### config.mk
export PLATFORM = sky130hd
export DESIGN_NAME = pm_icache_responder_flat
export DESIGN_NICKNAME = d
export VERILOG_FILES = /design/src/rtl/micro_pkg.sv /design/src/rtl/pm_icache_responder_if.sv /design/src/rtl/icache_line_array.sv /design/src/rtl/pm_icache_responder.sv /design/src/flat_wrapper.sv
export SDC_FILE = /design/constraint.sdc
export NUM_CORES = 1
export LEC_CHECK = 0
export ABC_AREA = 1
export BUFFER_PORTS_ARGS = -buffer_cell sky130_fd_sc_hd__buf_4
export CORE_MARGIN = 10
export CORE_UTILIZATION = 35
export CTS_BUF_LIST = sky130_fd_sc_hd__clkbuf_4 sky130_fd_sc_hd__clkbuf_8
export DETAILED_ROUTE_END_ITERATION = 10
export PLACE_DENSITY = 0.49
export SKIP_LAST_GASP = 1
export SYNTH_ARGS = -nofsm -noshare
export SYNTH_HDL_FRONTEND = slang
export SYNTH_HIERARCHICAL = 1
export SYNTH_SLANG_ARGS = --single-unit
export TNS_END_PERCENT = 30
### constraint.sdc
create_clock -name clk -period 2.8 [get_ports clk]
set_input_delay 0.42 -clock clk [delete_from_list [all_inputs] [get_ports clk]]
set_output_delay 0.42 -clock clk [all_outputs]
set_load 0.02 [all_outputs]
### src/rtl/micro_pkg.sv
// Shared definitions for the program-memory fetch responder.
//   - default address/data/index widths
//   - FSM state encodings (legacy two-bit values)
//   - hold/miss counter widths and saturating-increment helpers
package micro_pkg;

    localparam int unsigned ADDR_W_DEF  = 8;
    localparam int unsigned DATA_W_DEF  = 8;
    localparam int unsigned INDEX_W_DEF = 3;

    localparam int unsigned HOLD_CNT_W = 3;
    localparam int unsigned MISS_CNT_W = 8;

    localparam logic [1:0] S_IDLE = 2'd0;
    localparam logic [1:0] S_REQ  = 2'd1;
    localparam logic [1:0] S_FILL = 2'd2;

    function automatic logic [HOLD_CNT_W-1:0] hold_cnt_inc(input logic [HOLD_CNT_W-1:0] c);
        return (c == '1) ? c : c + 1'b1;
    endfunction

    function automatic logic [MISS_CNT_W-1:0] miss_cnt_inc(input logic [MISS_CNT_W-1:0] c);
        return (c == '1) ? c : c + 1'b1;
    endfunction

endpackage

### src/rtl/pm_icache_responder_if.sv
// Program-memory fetch/hold bus plus backing-ROM handshake.
//   Fetch side : pm_address (to responder), pm_data, hold, start_hold,
//                end_hold, hold_count (from responder)
//   ROM side   : mem_req, mem_addr (from responder), mem_ack, mem_data
//                (to responder)
//   Statistics : miss_count (from responder)
// slave  = the cache responder; master = the micro plus ROM environment.
interface pm_icache_responder_if #(
    parameter int unsigned ADDR_W = micro_pkg::ADDR_W_DEF,
    parameter int unsigned DATA_W = micro_pkg::DATA_W_DEF
);
    import micro_pkg::*;

    logic [ADDR_W-1:0]     pm_address;
    logic [DATA_W-1:0]     pm_data;
    logic                  hold;
    logic                  start_hold;
    logic                  end_hold;
    logic [HOLD_CNT_W-1:0] hold_count;
    logic                  mem_req;
    logic [ADDR_W-1:0]     mem_addr;
    logic                  mem_ack;
    logic [DATA_W-1:0]     mem_data;
    logic [MISS_CNT_W-1:0] miss_count;

    modport slave (
        input  pm_address, mem_ack, mem_data,
        output pm_data, hold, start_hold, end_hold, hold_count,
               mem_req, mem_addr, miss_count
    );

    modport master (
        output pm_address, mem_ack, mem_data,
        input  pm_data, hold, start_hold, end_hold, hold_count,
               mem_req, mem_addr, miss_count
    );

endinterface

### src/rtl/icache_line_array.sv
// Direct-mapped line storage: one valid bit, tag and data byte per line.
//   clk        rising-edge clock
//   clr_i      synchronous clear of every line (valid, tag, data -> 0)
//   rd_idx_i   combinational read index; rd_valid_o/rd_tag_o/rd_data_o
//   wr_en_i    single write port: sets valid and stores wr_tag_i/wr_data_i
//              at wr_idx_i
module icache_line_array #(
    parameter int unsigned INDEX_W = 3,
    parameter int unsigned TAG_W   = 5,
    parameter int unsigned DATA_W  = 8
) (
    input  logic               clk,
    input  logic               clr_i,
    input  logic [INDEX_W-1:0] rd_idx_i,
    output logic               rd_valid_o,
    output logic [TAG_W-1:0]   rd_tag_o,
    output logic [DATA_W-1:0]  rd_data_o,
    input  logic               wr_en_i,
    input  logic [INDEX_W-1:0] wr_idx_i,
    input  logic [TAG_W-1:0]   wr_tag_i,
    input  logic [DATA_W-1:0]  wr_data_i
);

    localparam int unsigned NUM_LINES = 1 << INDEX_W;

    logic              valid_q [NUM_LINES];
    logic [TAG_W-1:0]  tag_q   [NUM_LINES];
    logic [DATA_W-1:0] data_q  [NUM_LINES];

    // Clear has priority so a write racing a reset is dropped.
    always_ff @(posedge clk) begin
        if (clr_i) begin
            for (int unsigned i = 0; i < NUM_LINES; i++) begin
                valid_q[i] <= 1'b0;
                tag_q[i]   <= '0;
                data_q[i]  <= '0;
            end
        end else if (wr_en_i) begin
            valid_q[wr_idx_i] <= 1'b1;
            tag_q[wr_idx_i]   <= wr_tag_i;
            data_q[wr_idx_i]  <= wr_data_i;
        end
    end

    assign rd_valid_o = valid_q[rd_idx_i];
    assign rd_tag_o   = tag_q[rd_idx_i];
    assign rd_data_o  = data_q[rd_idx_i];

endmodule

### src/rtl/pm_icache_responder.sv
// Responder side of the micro's program-memory fetch/hold interface.
// Serves pm_data from a direct-mapped one-byte-per-line cache; on a miss it
// raises hold, reads the byte from the backing ROM over mem_req/mem_ack,
// fills the line and releases hold.
//   clk     rising-edge clock
//   reset   synchronous, active-high
//   pm_bus  slave modport: pm_address in, pm_data/hold/start_hold/end_hold/
//           hold_count out; mem_req/mem_addr out, mem_ack/mem_data in;
//           miss_count out
module pm_icache_responder
    import micro_pkg::*;
#(
    parameter int unsigned ADDR_W  = ADDR_W_DEF,
    parameter int unsigned DATA_W  = DATA_W_DEF,
    parameter int unsigned INDEX_W = INDEX_W_DEF
) (
    input  logic                  clk,
    input  logic                  reset,
    pm_icache_responder_if.slave  pm_bus
);

    localparam int unsigned TAG_W = ADDR_W - INDEX_W;

    logic [1:0]            state_q,      state_d;
    logic [ADDR_W-1:0]     miss_addr_q,  miss_addr_d;
    logic [HOLD_CNT_W-1:0] hold_count_q, hold_count_d;
    logic [MISS_CNT_W-1:0] miss_count_q, miss_count_d;

    logic              line_valid;
    logic [TAG_W-1:0]  line_tag;
    logic [DATA_W-1:0] line_data;
    logic              hit;

    logic hold, start_hold, end_hold, mem_req, wr_en;

    icache_line_array #(
        .INDEX_W (INDEX_W),
        .TAG_W   (TAG_W),
        .DATA_W  (DATA_W)
    ) u_lines (
        .clk        (clk),
        .clr_i      (reset),
        .rd_idx_i   (pm_bus.pm_address[INDEX_W-1:0]),
        .rd_valid_o (line_valid),
        .rd_tag_o   (line_tag),
        .rd_data_o  (line_data),
        .wr_en_i    (wr_en),
        .wr_idx_i   (miss_addr_q[INDEX_W-1:0]),
        .wr_tag_i   (miss_addr_q[ADDR_W-1:INDEX_W]),
        .wr_data_i  (pm_bus.mem_data)
    );

    assign hit = line_valid && (line_tag == pm_bus.pm_address[ADDR_W-1:INDEX_W]);

    // hold is combinational in IDLE so the micro stalls in the miss cycle.
    always_comb begin
        state_d     = state_q;
        miss_addr_d = miss_addr_q;
        hold        = 1'b0;
        start_hold  = 1'b0;
        end_hold    = 1'b0;
        mem_req     = 1'b0;
        wr_en       = 1'b0;

        case (state_q)
            S_IDLE: begin
                if (!hit) begin
                    hold        = 1'b1;
                    start_hold  = 1'b1;
                    miss_addr_d = pm_bus.pm_address;
                    state_d     = S_REQ;
                end
            end
            S_REQ: begin
                hold    = 1'b1;
                mem_req = 1'b1;
                if (pm_bus.mem_ack) begin
                    wr_en   = 1'b1;
                    state_d = S_FILL;
                end
            end
            S_FILL: begin
                hold     = 1'b1;
                end_hold = 1'b1;
                state_d  = S_IDLE;
            end
            default: begin
                state_d = S_IDLE;
            end
        endcase

        // Handshake outputs are masked for the whole reset period, so a
        // reset that lands mid-REQ drops the request in the same cycle.
        if (reset) begin
            hold       = 1'b0;
            start_hold = 1'b0;
            end_hold   = 1'b0;
            mem_req    = 1'b0;
            wr_en      = 1'b0;
        end
    end

    // hold_count restarts at 0 after the start_hold cycle and then counts
    // every further hold cycle; its final value is (hold cycles - 1).
    always_comb begin
        hold_count_d = hold_count_q;
        miss_count_d = miss_count_q;
        if (start_hold) begin
            hold_count_d = '0;
            miss_count_d = miss_cnt_inc(miss_count_q);
        end else if (hold) begin
            hold_count_d = hold_cnt_inc(hold_count_q);
        end
    end

    always_ff @(posedge clk) begin
        if (reset) begin
            state_q      <= S_IDLE;
            miss_addr_q  <= '0;
            hold_count_q <= '0;
            miss_count_q <= '0;
        end else begin
            state_q      <= state_d;
            miss_addr_q  <= miss_addr_d;
            hold_count_q <= hold_count_d;
            miss_count_q <= miss_count_d;
        end
    end

    assign pm_bus.pm_data    = line_data;
    assign pm_bus.hold       = hold;
    assign pm_bus.start_hold = start_hold;
    assign pm_bus.end_hold   = end_hold;
    assign pm_bus.hold_count = hold_count_q;
    assign pm_bus.mem_req    = mem_req;
    assign pm_bus.mem_addr   = miss_addr_q;
    assign pm_bus.miss_count = miss_count_q;

endmodule

### src/flat_wrapper.sv
// flat-port wrapper written by rule: the top's interface ports become plain ports
module pm_icache_responder_flat import micro_pkg::*;
#(
    parameter int unsigned ADDR_W  = ADDR_W_DEF,
    parameter int unsigned DATA_W  = DATA_W_DEF,
    parameter int unsigned INDEX_W = INDEX_W_DEF
)
  (clk, reset, pm_bus_pm_address, pm_bus_mem_ack, pm_bus_mem_data, pm_bus_pm_data, pm_bus_hold, pm_bus_start_hold, pm_bus_end_hold, pm_bus_hold_count, pm_bus_mem_req, pm_bus_mem_addr, pm_bus_miss_count);
  pm_icache_responder_if #(.ADDR_W(ADDR_W), .DATA_W(DATA_W)) pm_bus_i ();
  input  logic clk;
  input  logic reset;
  input wire logic [$bits(pm_bus_i.pm_address)-1:0] pm_bus_pm_address;
  input wire logic [$bits(pm_bus_i.mem_ack)-1:0] pm_bus_mem_ack;
  input wire logic [$bits(pm_bus_i.mem_data)-1:0] pm_bus_mem_data;
  output wire logic [$bits(pm_bus_i.pm_data)-1:0] pm_bus_pm_data;
  output wire logic [$bits(pm_bus_i.hold)-1:0] pm_bus_hold;
  output wire logic [$bits(pm_bus_i.start_hold)-1:0] pm_bus_start_hold;
  output wire logic [$bits(pm_bus_i.end_hold)-1:0] pm_bus_end_hold;
  output wire logic [$bits(pm_bus_i.hold_count)-1:0] pm_bus_hold_count;
  output wire logic [$bits(pm_bus_i.mem_req)-1:0] pm_bus_mem_req;
  output wire logic [$bits(pm_bus_i.mem_addr)-1:0] pm_bus_mem_addr;
  output wire logic [$bits(pm_bus_i.miss_count)-1:0] pm_bus_miss_count;
  assign pm_bus_i.pm_address = pm_bus_pm_address;
  assign pm_bus_i.mem_ack = pm_bus_mem_ack;
  assign pm_bus_i.mem_data = pm_bus_mem_data;
  assign pm_bus_pm_data = pm_bus_i.pm_data;
  assign pm_bus_hold = pm_bus_i.hold;
  assign pm_bus_start_hold = pm_bus_i.start_hold;
  assign pm_bus_end_hold = pm_bus_i.end_hold;
  assign pm_bus_hold_count = pm_bus_i.hold_count;
  assign pm_bus_mem_req = pm_bus_i.mem_req;
  assign pm_bus_mem_addr = pm_bus_i.mem_addr;
  assign pm_bus_miss_count = pm_bus_i.miss_count;
  pm_icache_responder #(.ADDR_W(ADDR_W), .DATA_W(DATA_W), .INDEX_W(INDEX_W)) u_core (.clk(clk), .reset(reset), .pm_bus(pm_bus_i));
endmodule
======== Word level (Yosys, flattened, before mapping) ========
Memories as Yosys holds them, arrays and structs flattened.
Cells that the tools add are included.
word-level totals
  register bits after elaboration ......... 21
  bits in writable memories ............... 112
  output and inout port bits .............. 31
  memories ................................ 3
  word-level logic and storage cells ...... 59
  bits of input ports ..................... 19
operators by class
  add/subtract/negate cells ............... 2
  multiplexer cells ....................... 29
  equality and inequality tests ........... 7
  reductions and logical operators ........ 11
  bitwise operators ....................... 3
memories
  name                    depth  bits a word  rd ports  clocked after Yosys merged registers in  write ports  line                     RTL
  u_core.u_lines.data_q   8      8            1         0                                        8            icache_line_array.sv:28  logic [DATA_W-1:0] data_q [NUM_LINES];
  u_core.u_lines.tag_q    8      5            1         0                                        8            icache_line_array.sv:27  logic [TAG_W-1:0] tag_q [NUM_LINES];
  u_core.u_lines.valid_q  8      1            1         0                                        8            icache_line_array.sv:26  logic valid_q [NUM_LINES];
operators with widths
  operator                                                         count
  1-bit two-way mux                                                20
  3-bit two-way mux                                                3
  8-bit by 1-bit adder with 8-bit output, second input constant    1
  8-bit == test, second input constant                             1
  8-bit two-way mux                                                1
  2-bit AND reduction                                              4
  8-bit OR reduction                                               1
  5-bit == test                                                    1
  5-bit two-way mux                                                1
  5-bit OR reduction                                               1
  2-bit two-way mux                                                2
  2-bit inequality test, second input constant                     2
  2-bit one-hot mux with 2 select lines                            1
  2-bit OR reduction                                               2
  3-bit by 1-bit adder with 3-bit output, second input constant    1
  3-bit == test, second input constant                             1
  1-bit NOT                                                        3
  2-bit by 1-bit == test with 1-bit output, second input constant  1
  2-bit == test, second input constant                             1
  2-bit logical NOT                                                1
  1-bit one-hot mux with 2 select lines                            1
  1-bit logical AND                                                1
  1-bit OR reduction                                               1

======== Logic depth before layout (Yosys ltp) ========
Gate-level depths: netlist of the first run.
  depth in word-level cells ............... 8
  gate-level depth with buffers ........... 19
  depth with buffers taken out ............ 17

======== Cells and area by module ========
Netlist of the first run, hierarchy kept.
modules (own cells, without submodules)
  module               seq. area each (um^2)  cells each  times used  area each (um^2)
  icache_line_array    3283.1                 645         1           5547.8
  pm_icache_responder  420.4                  170         1           1217.4

======== Least setup slack after synthesis of the first run ========
Ideal clock, no wire load.
  path kind ............................... input port to output port
  start point ............................. input port pm_bus_pm_address[0]
  end point ............................... output port pm_bus_hold
  path buffers ............................ 2
  slack ................................... 0.499 ns
  arrival time ............................ 1.881 ns
  stages .................................. 17
  required time ........................... 2.380 ns
  path through ............................ inv_1 > buf_2 > buf_2 > nand2_1 > nand3_1 > nand2_1 > nand2_1 > nand2_1 > inv_1 > nand2_1 > nand2_1 > nor2_4 > nand3_4 > nand2_1 > nand2_2 > nand2_1 > nor2_1
on the way
  word-level cells in the longest chain between the ends .. 6
  elaborated cells between the ends (all ways) .. 7
  those cells by class .................... eq/ne: 1; mux: 3; reduce/logical: 1; memory: 2
ends and longest elaborated chain
  item                                   line                       RTL
  start: declaration                     flat_wrapper.sv:12         input wire logic [$bits(pm_bus_i.pm_address)-1:0] pm_bus_pm_address;
  memory read 8 x 5 bit                  -
  via u_core.line_tag[0]                 pm_icache_responder.sv:30  logic [TAG_W-1:0] line_tag;
  5-bit == test                          pm_icache_responder.sv:53  assign hit = line_valid && (line_tag == pm_bus.pm_address[ADDR_W-1:INDEX_W]);
  1-bit logical AND                      pm_icache_responder.sv:53
  1-bit two-way mux                      pm_icache_responder.sv:67  if (!hit) begin
  1-bit one-hot mux with 2 select lines  pm_icache_responder.sv:65  case (state_q)
  1-bit two-way mux                      pm_icache_responder.sv:94  if (reset) begin
  end: declaration                       flat_wrapper.sv:16         output wire logic [$bits(pm_bus_i.hold)-1:0] pm_bus_hold;
The timed path passes the listed nets, and every way through them passes these cells.

======== Worst setup path in the final report of the first run ========
Same ends and word-level chain as after synthesis.

==> flow_metrics.env, run 1 <==
export IMPL_status="completed"
export IMPL_area_delta_synth_final_pct=15.7
export IMPL_crit_chain="buf_4, inv_1, buf_4, nand2_1, nand3_1, nand2_1, nand2_1, nand2_1, nand2_1, nand2_1, nor2_2, nand3_4, nand2_1, nand2_2, nand2_1, nor2_1, buf_4"
export IMPL_pin_count=50
export IMPL_firstDrtPassIters=5
export IMPL_antenna_violating_nets_post_route=0
export IMPL_htreeDepth=4
export IMPL_yosysWarningCount=6
export IMPL_synth_area_um2=6770
export IMPL_synth_cell_types=29
export IMPL_relSlewSlack=0.737
export IMPL_hold_class="in -> reg"
export IMPL_setup_ws_ns=0.178
export IMPL_die_area_um2=25300
export IMPL_final_nets=904
export IMPL_drive_gt1_frac=0.147
export IMPL_final_cell_area_um2=7830
export IMPL_gr_usage_all_layers=0.134
export IMPL_rsz0062_at_grt="false"
export IMPL_critical_path_required_ns=2.38
export IMPL_cts_buffer_depth=2
export IMPL_grt_max_degree=57
export IMPL_setup_violations=0
export IMPL_grt_pass1_vias=4824
export IMPL_clkTransAtPathRegs_ns=0.07
export IMPL_ir_drop_mv=0.290
export IMPL_slowest_delay_ns=0.27
export IMPL_die_h_um=159
export IMPL_cts_tree="built"
export IMPL_cap_violations=0
export IMPL_nFillCells=1927
export IMPL_worstPathArrival_ns=2.20
export IMPL_dp_worst_setup_slack_ns=0.172
export IMPL_crit_path_start_kind="input pin"
export IMPL_num_rows=50
export IMPL_hold_viol_final=0
export IMPL_critPathMaxFanout=20
export IMPL_fin_skew_ns=0.00961
export IMPL_hpwl_mm=11.6
export IMPL_fp_dieW_um=159
export IMPL_drtIter0Drc=348
export IMPL_leakage_nw=3.82
export IMPL_antenna_cells=0
export IMPL_numClockSinks=133
export IMPL_cpMaxStageDelayCell="buf_4"
export IMPL_synth_nets=843
export IMPL_clock_root_buffer="clkbuf_8"
export IMPL_drt_wl_total_mm=17.0
export IMPL_endpoint_kind="primary output"
export IMPL_core_um2=18800
export IMPL_power_density_nw_per_um2=580
export IMPL_placed_area_um2=7470
export IMPL_avgRoutedWirePerCell_um=14.8
export IMPL_gp_congestion=0.785
export IMPL_final_max_slew_viol_count=0
export IMPL_initial_core_util=0.359
export IMPL_cp_top_family="simple AND/OR/NAND/NOR gates"
export IMPL_cts_resized=0
export IMPL_antenna_found_initial=0
export IMPL_syn_avg_cell_area_um2=8.30
export IMPL_insertion_delay_ns=0.44
export IMPL_io_buffers=49
export IMPL_synth_seq_cells=133
export IMPL_numCtsBuffers=17
export IMPL_synth_cells=815
export IMPL_viasPerCell=4.37
export IMPL_min_period_ns=2.62
export IMPL_setup_tns_ns=0
export IMPL_grt_pass1_wl_mm=26.6
export IMPL_grt_ovfl_total=0
export IMPL_post_route_period_util=0.937
export IMPL_postCtsSetupBuffers=0
export IMPL_worst_pin_slew_ns=0.395
export IMPL_critPathBufInv=4
export IMPL_cp_common_cell="nand2_1"
export IMPL_critical_path_class="in -> out"
export IMPL_holdBufCountCts=0
export IMPL_drc=0
export IMPL_synth_seq_area_share=0.547
export IMPL_clock_fmax_ghz=0.381
export IMPL_vias=5014
[state kept, by name, indices dropped and copies added (netlist names)]
register / count
u_core/u_lines/data_q: 64
u_core/pm_bus.hold_count: 3
u_core/state_q: 2
u_core/u_lines/tag_q: 40
u_core/pm_bus.miss_count: 8
u_core/pm_bus.mem_addr: 8
u_core/u_lines/valid_q: 8
[layout make-up]
| class | count | area [µm²] | share of cell area |
|---|---|---|---|
| sequential | 133 | 3700 | 0.473 |
| multi-input combinational | 490 | 2250 | 0.288 |
| inverter | 163 | 614 | 0.0785 |
| timing repair buffer | 71 | 571 | 0.0729 |
| tap | 260 | 325 | 0.0416 |
| clock buffer | 23 | 279 | 0.0356 |
| clock inverter | 7 | 82.6 | 0.0105 |
[metrics by stage]
step                      power, mW   util  cells  hold slack (ns)
final                          4.54  0.416   1147            0.232
after floorplan                2.79      -    815            0.436
after global placement         3.08  0.397   1117            0.454
after detailed placement       3.08  0.397   1117            0.455
after CTS                      4.60  0.416   1147            0.201
after global routing           4.76  0.416   1147            0.202
[logic make-up after synthesis]
| logic type | after synthesis | share of synthesized area |
|---|---|---|
| adders and majority gates | 9 | 0.0166 |
| AOI/OAI and AO/OA | 24 | 0.0194 |
| DFF | 133 | 0.547 |
| xor gates and xnor gates | 6 | 0.00777 |
| and+or+nand+nor | 451 | 0.289 |
| buffers and inverters | 192 | 0.119 |
[path summary, 6_finish.rpt]
kind | from | end | slack [ns] | cells past startpoint
worst max register to register | u_core/state_q[1]$_SDFFE_PP0P_ | u_core/u_lines/tag_q[2][2]$_SDFFCE_PN0P_ | 0.51 | 9
worst min-delay path | pm_bus_pm_address[0] | u_core/pm_bus.mem_addr[0]$_SDFFE_PP0N_ | 0.23 | 3
worst max-delay path | pm_bus_pm_address[0] | pm_bus_hold | 0.18 | 17
worst min register to register | u_core/u_lines/valid_q[1]$_DFF_P_ | u_core/u_lines/valid_q[1]$_DFF_P_ | 0.46 | 2
[Yosys cell counts (all sizes together)]
| cell type | instances | area (µm²) |
|---|---|---|
| nand2 | 256 | 1040 |
| inv | 163 | 614 |
| nor2 | 123 | 519 |
| edfxtp | 104 | 3120 |
| nand3 | 61 | 323 |
| dfxtp | 29 | 581 |
| buf | 26 | 183 |
| o21ai | 16 | 80.1 |
| ha | 9 | 113 |
| a21oi | 8 | 51.3 |
| nand4 | 6 | 52.6 |
| xor2 | 5 | 43.8 |
| nor3 | 4 | 20.0 |
| clkbuf | 3 | 11.3 |
| and3 | 1 | 6.26 |
| xnor2 | 1 | 8.76 |
[metal layers]
layer | up-vias | track usage | wire length, µm
li1 | 2601 | - | -
met1 | 2323 | 0.172 | 7860
met2 | 80 | 0.220 | 8330
met3 | 10 | 0.0253 | 645
met4 | 0 | 0.0489 | 153
met5 | - | 0 | 0
[power breakdown]
group          leakage (nW)  internal [mW]  switching [mW]  total (mW)
sequential             1.31           2.22          0.0603        2.28
combinational          2.32          0.246           0.502       0.748
clock                 0.193          0.829           0.683        1.51
[worst register-to-register path: cells and delay by family, from the launching register on]
family        cells  cell delay (ns)
fa+ha+maj         1             0.19
buf+inv           3             0.38
flops             1             0.34
simple gates      5             1.10
[layout by cell type, fill, tap and decap left out, types with 2 or more instances in the layout]
cell type / instances
nand2_1: 244
inv_1: 158
nor2_1: 113
edfxtp_1: 104
buf_4: 68
nand3_1: 59
dfxtp_1: 29
clkbuf_8: 17
o21ai_0: 16
ha_1: 9
nand2_4: 9
nor2_2: 7
a21oi_1: 7
clkbuf_4: 6
nand4_1: 5
xor2_1: 5
inv_2: 4
nor3_1: 4
clkinv_2: 3
nand2_2: 3
buf_12: 3
clkinv_1: 2
bufinv_16: 2
nor2_8: 2
Power figures use the tool's default switching activity.
==> run 2, diff against run 1 <==
--- a/config.mk
+++ b/config.mk
@@ -5,7 +5,7 @@
 export SDC_FILE = /design/constraint.sdc
 export NUM_CORES = 1
 export LEC_CHECK = 0
-export ABC_AREA = 1
+export ABC_AREA = 0
 export BUFFER_PORTS_ARGS = -buffer_cell sky130_fd_sc_hd__buf_4
 export CORE_MARGIN = 10
 export CORE_UTILIZATION = 35
==> flow_metrics.env, run 2 <==
export IMPL_status="finished with violations"
export IMPL_violations="negative setup slack"
export IMPL_numCtsBuffers=17
export IMPL_endpoint_kind="primary output"
export IMPL_synth_cell_types=40
export IMPL_dp_worst_setup_slack_ns=-0.0551
export IMPL_synth_seq_cells=133
export IMPL_grt_pass1_vias=4267
export IMPL_grt_pass1_wl_mm=25.4
export IMPL_holdBufCountCts=0
export IMPL_crit_path_start_kind="flip-flop"
export IMPL_mostFrequentLayoutCells="108 x nor3_1, 104 x edfxtp_1, 87 x buf_4"
export IMPL_synth_most_common_cell="nor3_1"
export IMPL_slowest_delay_ns=0.47
export IMPL_vias=4015
export IMPL_largest_reg_flops=64
export IMPL_critPathMaxFanout=2
export IMPL_gr_usage_all_layers=0.140
export IMPL_initial_core_util=0.357
export IMPL_gp_congestion=0.787
export IMPL_final_cell_area_um2=7530
export IMPL_die_h_um=153
export IMPL_clock_fmax_ghz=0.349
export IMPL_ys_flop_type="edfxtp_1"
export IMPL_leakage_nw=2.72
export IMPL_crit_chain="mux4_2, mux2_4, xnor2_2, nand4_1, o21ai_2, buf_6, a211oi_4, buf_6"
export IMPL_worstPathArrival_ns=2.44
export IMPL_final_nets=554
export IMPL_cts_tree="built"
export IMPL_hold_class="in -> reg"
export IMPL_fp_dieW_um=153
export IMPL_clkTransAtPathRegs_ns=0.08
export IMPL_clock_root_buffer="clkbuf_8"
export IMPL_final_common_cell="nor3_1"
export IMPL_yosys_top_cells_area="edfxtp_1 51%, mux4_1 11%, dfxtp_1 9.4%"
export IMPL_synth_edf_count=104
export IMPL_relSlewSlack=0.579
export IMPL_synthTopCellsByCount="108 x nor3_1, 104 x edfxtp_1, 29 x dfxtp_1"
export IMPL_yosysTopAreaCell="edfxtp_1"
export IMPL_grt_ovfl_total=0
export IMPL_antenna_found_initial=0
export IMPL_cts_buffer_depth=2
export IMPL_core_um2=17300
export IMPL_firstDrtPassIters=5
export IMPL_placed_area_um2=6960
export IMPL_die_area_um2=23300
export IMPL_grt_max_degree=41
export IMPL_avgRoutedWirePerCell_um=21.0
export IMPL_synth_nets=481
export IMPL_antenna_violating_nets_post_route=0
export IMPL_ir_drop_mv=0.295
export IMPL_htreeDepth=4
export IMPL_critical_path_required_ns=2.38
export IMPL_cp_common_cell="buf_6"
export IMPL_final_max_slew_viol_count=0
export IMPL_drc=0
export IMPL_viasPerCell=5.26
export IMPL_synth_area_um2=6170
export IMPL_drive_gt1_frac=0.302
export IMPL_cpMaxStageDelayCell="mux4_2"
export IMPL_synth_seq_area_share=0.600
export IMPL_fin_skew_ns=0.0110
export IMPL_yosysWarningCount=6
export IMPL_num_rows=48
export IMPL_pin_count=50
export IMPL_numClockSinks=133
export IMPL_hold_viol_final=0
export IMPL_top_regs="u_core/u_lines/data_q (64), u_core/u_lines/tag_q (40)"
export IMPL_top_register="u_core/u_lines/data_q"
export IMPL_antenna_cells=0
export IMPL_insertion_delay_ns=0.44
export IMPL_rsz0062_at_grt="true"
export IMPL_area_delta_synth_final_pct=22.1
export IMPL_hpwl_mm=10.9
export IMPL_setup_ws_ns=-0.0635
export IMPL_synthArstFlopShare=0
export IMPL_critical_path_class="reg -> out"
export IMPL_post_route_util=0.435
export IMPL_worst_pin_slew_ns=0.632
export IMPL_min_period_ns=2.86
export IMPL_setup_tns_ns=-0.102
export IMPL_cap_violations=0
export IMPL_drtIter0Drc=204
export IMPL_syn_avg_cell_area_um2=13.6
export IMPL_synth_top_area_share=0.506
export IMPL_setup_violations=2
export IMPL_io_buffers=49
export IMPL_drt_wl_total_mm=16.0
export IMPL_power_density_nw_per_um2=659
export IMPL_synth_cells=453
export IMPL_post_route_period_util=1.02
==> run 2: cell count changes after synthesis, sizes merged, moves of 13 or more <==
cell    previous run  this run
nand3             61         2
buf               26        10
o21ai             16         3
nand2            256         7
mux2               0        16
nor3               4       108
inv              163        14
clkbuf             3        28
mux2i              0        14
clkinv             0        13
mux4               0        28
nor2             123        21
==> run 2: logic make-up (layout without fill, tap and decap cells) <==
family / count (synthesis) / in the layout / share of synthesized area
AND/OR/NAND/NOR: 153 / 153 / 0.125
flip-flops: 133 / 133 / 0.600
buffers and inverters: 65 / 151 / 0.0446
multiplexers: 58 / 58 / 0.170
AO/OA/AOI/OAI: 28 / 28 / 0.0324
adder cells (fa/ha/maj): 9 / 9 / 0.0183
XOR/XNOR: 7 / 7 / 0.00994
==> run 2: where the power goes <==
group | switching [mW] | internal (mW)
Clock | 0.741 | 1.24
Combinational | 0.421 | 0.301
Sequential | 0.0508 | 2.21
==> run 2: metrics by stage <==
stage / hold WS [ns] / instances / power [mW]
finish: 0.238 / 764 / 4.96
global route: 0.224 / 764 / 5.17
CTS: 0.213 / 765 / 5.01
detailed placement: 0.449 / 729 / 2.99
global placement: 0.450 / 729 / 2.99
floorplan: 0.435 / 453 / 2.70
==> run 2: critical path, delay by kind of cell, from the launching register on <==
| kind | cells | cell delay (ns) |
|---|---|---|
| XOR/XNOR | 1 | 0.13 |
| flip-flops | 1 | 0.41 |
| AO/OA/AOI/OAI | 2 | 0.27 |
| AND/OR/NAND/NOR | 1 | 0.17 |
| multiplexers | 2 | 0.76 |
| buffers and inverters | 2 | 0.28 |
==> run 2: layout make-up <==
class | instances | area (µm²)
multi-input cells | 255 | 2240
repair buffers | 92 | 709
clock buffers | 18 | 241
inverters | 27 | 101
well taps | 225 | 282
fillers | 1596 | 9770
flip-flops and latches | 133 | 3700
clock inverters | 14 | 256
==> run 2: routing by layer <==
metal / share of wire / routed length, µm / vias to the layer above / global-route usage
met3: 0.044 / 704 / 19 / 0.0353
li1: - / - / 1881 / -
met1: 0.44 / 7100 / 2020 / 0.175
met4: 0.018 / 285 / 0 / 0.0509
met2: 0.49 / 7920 / 95 / 0.230
met5: 0 / 0 / - / 0
==> run 2: final timing paths <==
path                                              endpoint  slack, ns                                      from  cells past startpoint
setup / recovery                               pm_bus_hold      -0.06  u_core/u_lines/tag_q[0][0]$_SDFFCE_PN0P_                      8
hold / removal      u_core/pm_bus.mem_addr[5]$_SDFFE_PP0N_       0.24                      pm_bus_pm_address[5]                      3
setup reg to reg  u_core/pm_bus.miss_count[4]$_SDFFE_PP0P_       0.15  u_core/u_lines/tag_q[0][0]$_SDFFCE_PN0P_                     10
hold reg to reg          u_core/u_lines/valid_q[2]$_DFF_P_       0.46         u_core/u_lines/valid_q[2]$_DFF_P_                      2
==> run 2: what timing repair did <==
item / 4_1_cts / 5_1_grt
buffers inserted: 4 / 1
setup endpoints to repair: 2 / 15
pin swaps: 3 / 4
resized for setup: 14 / 9
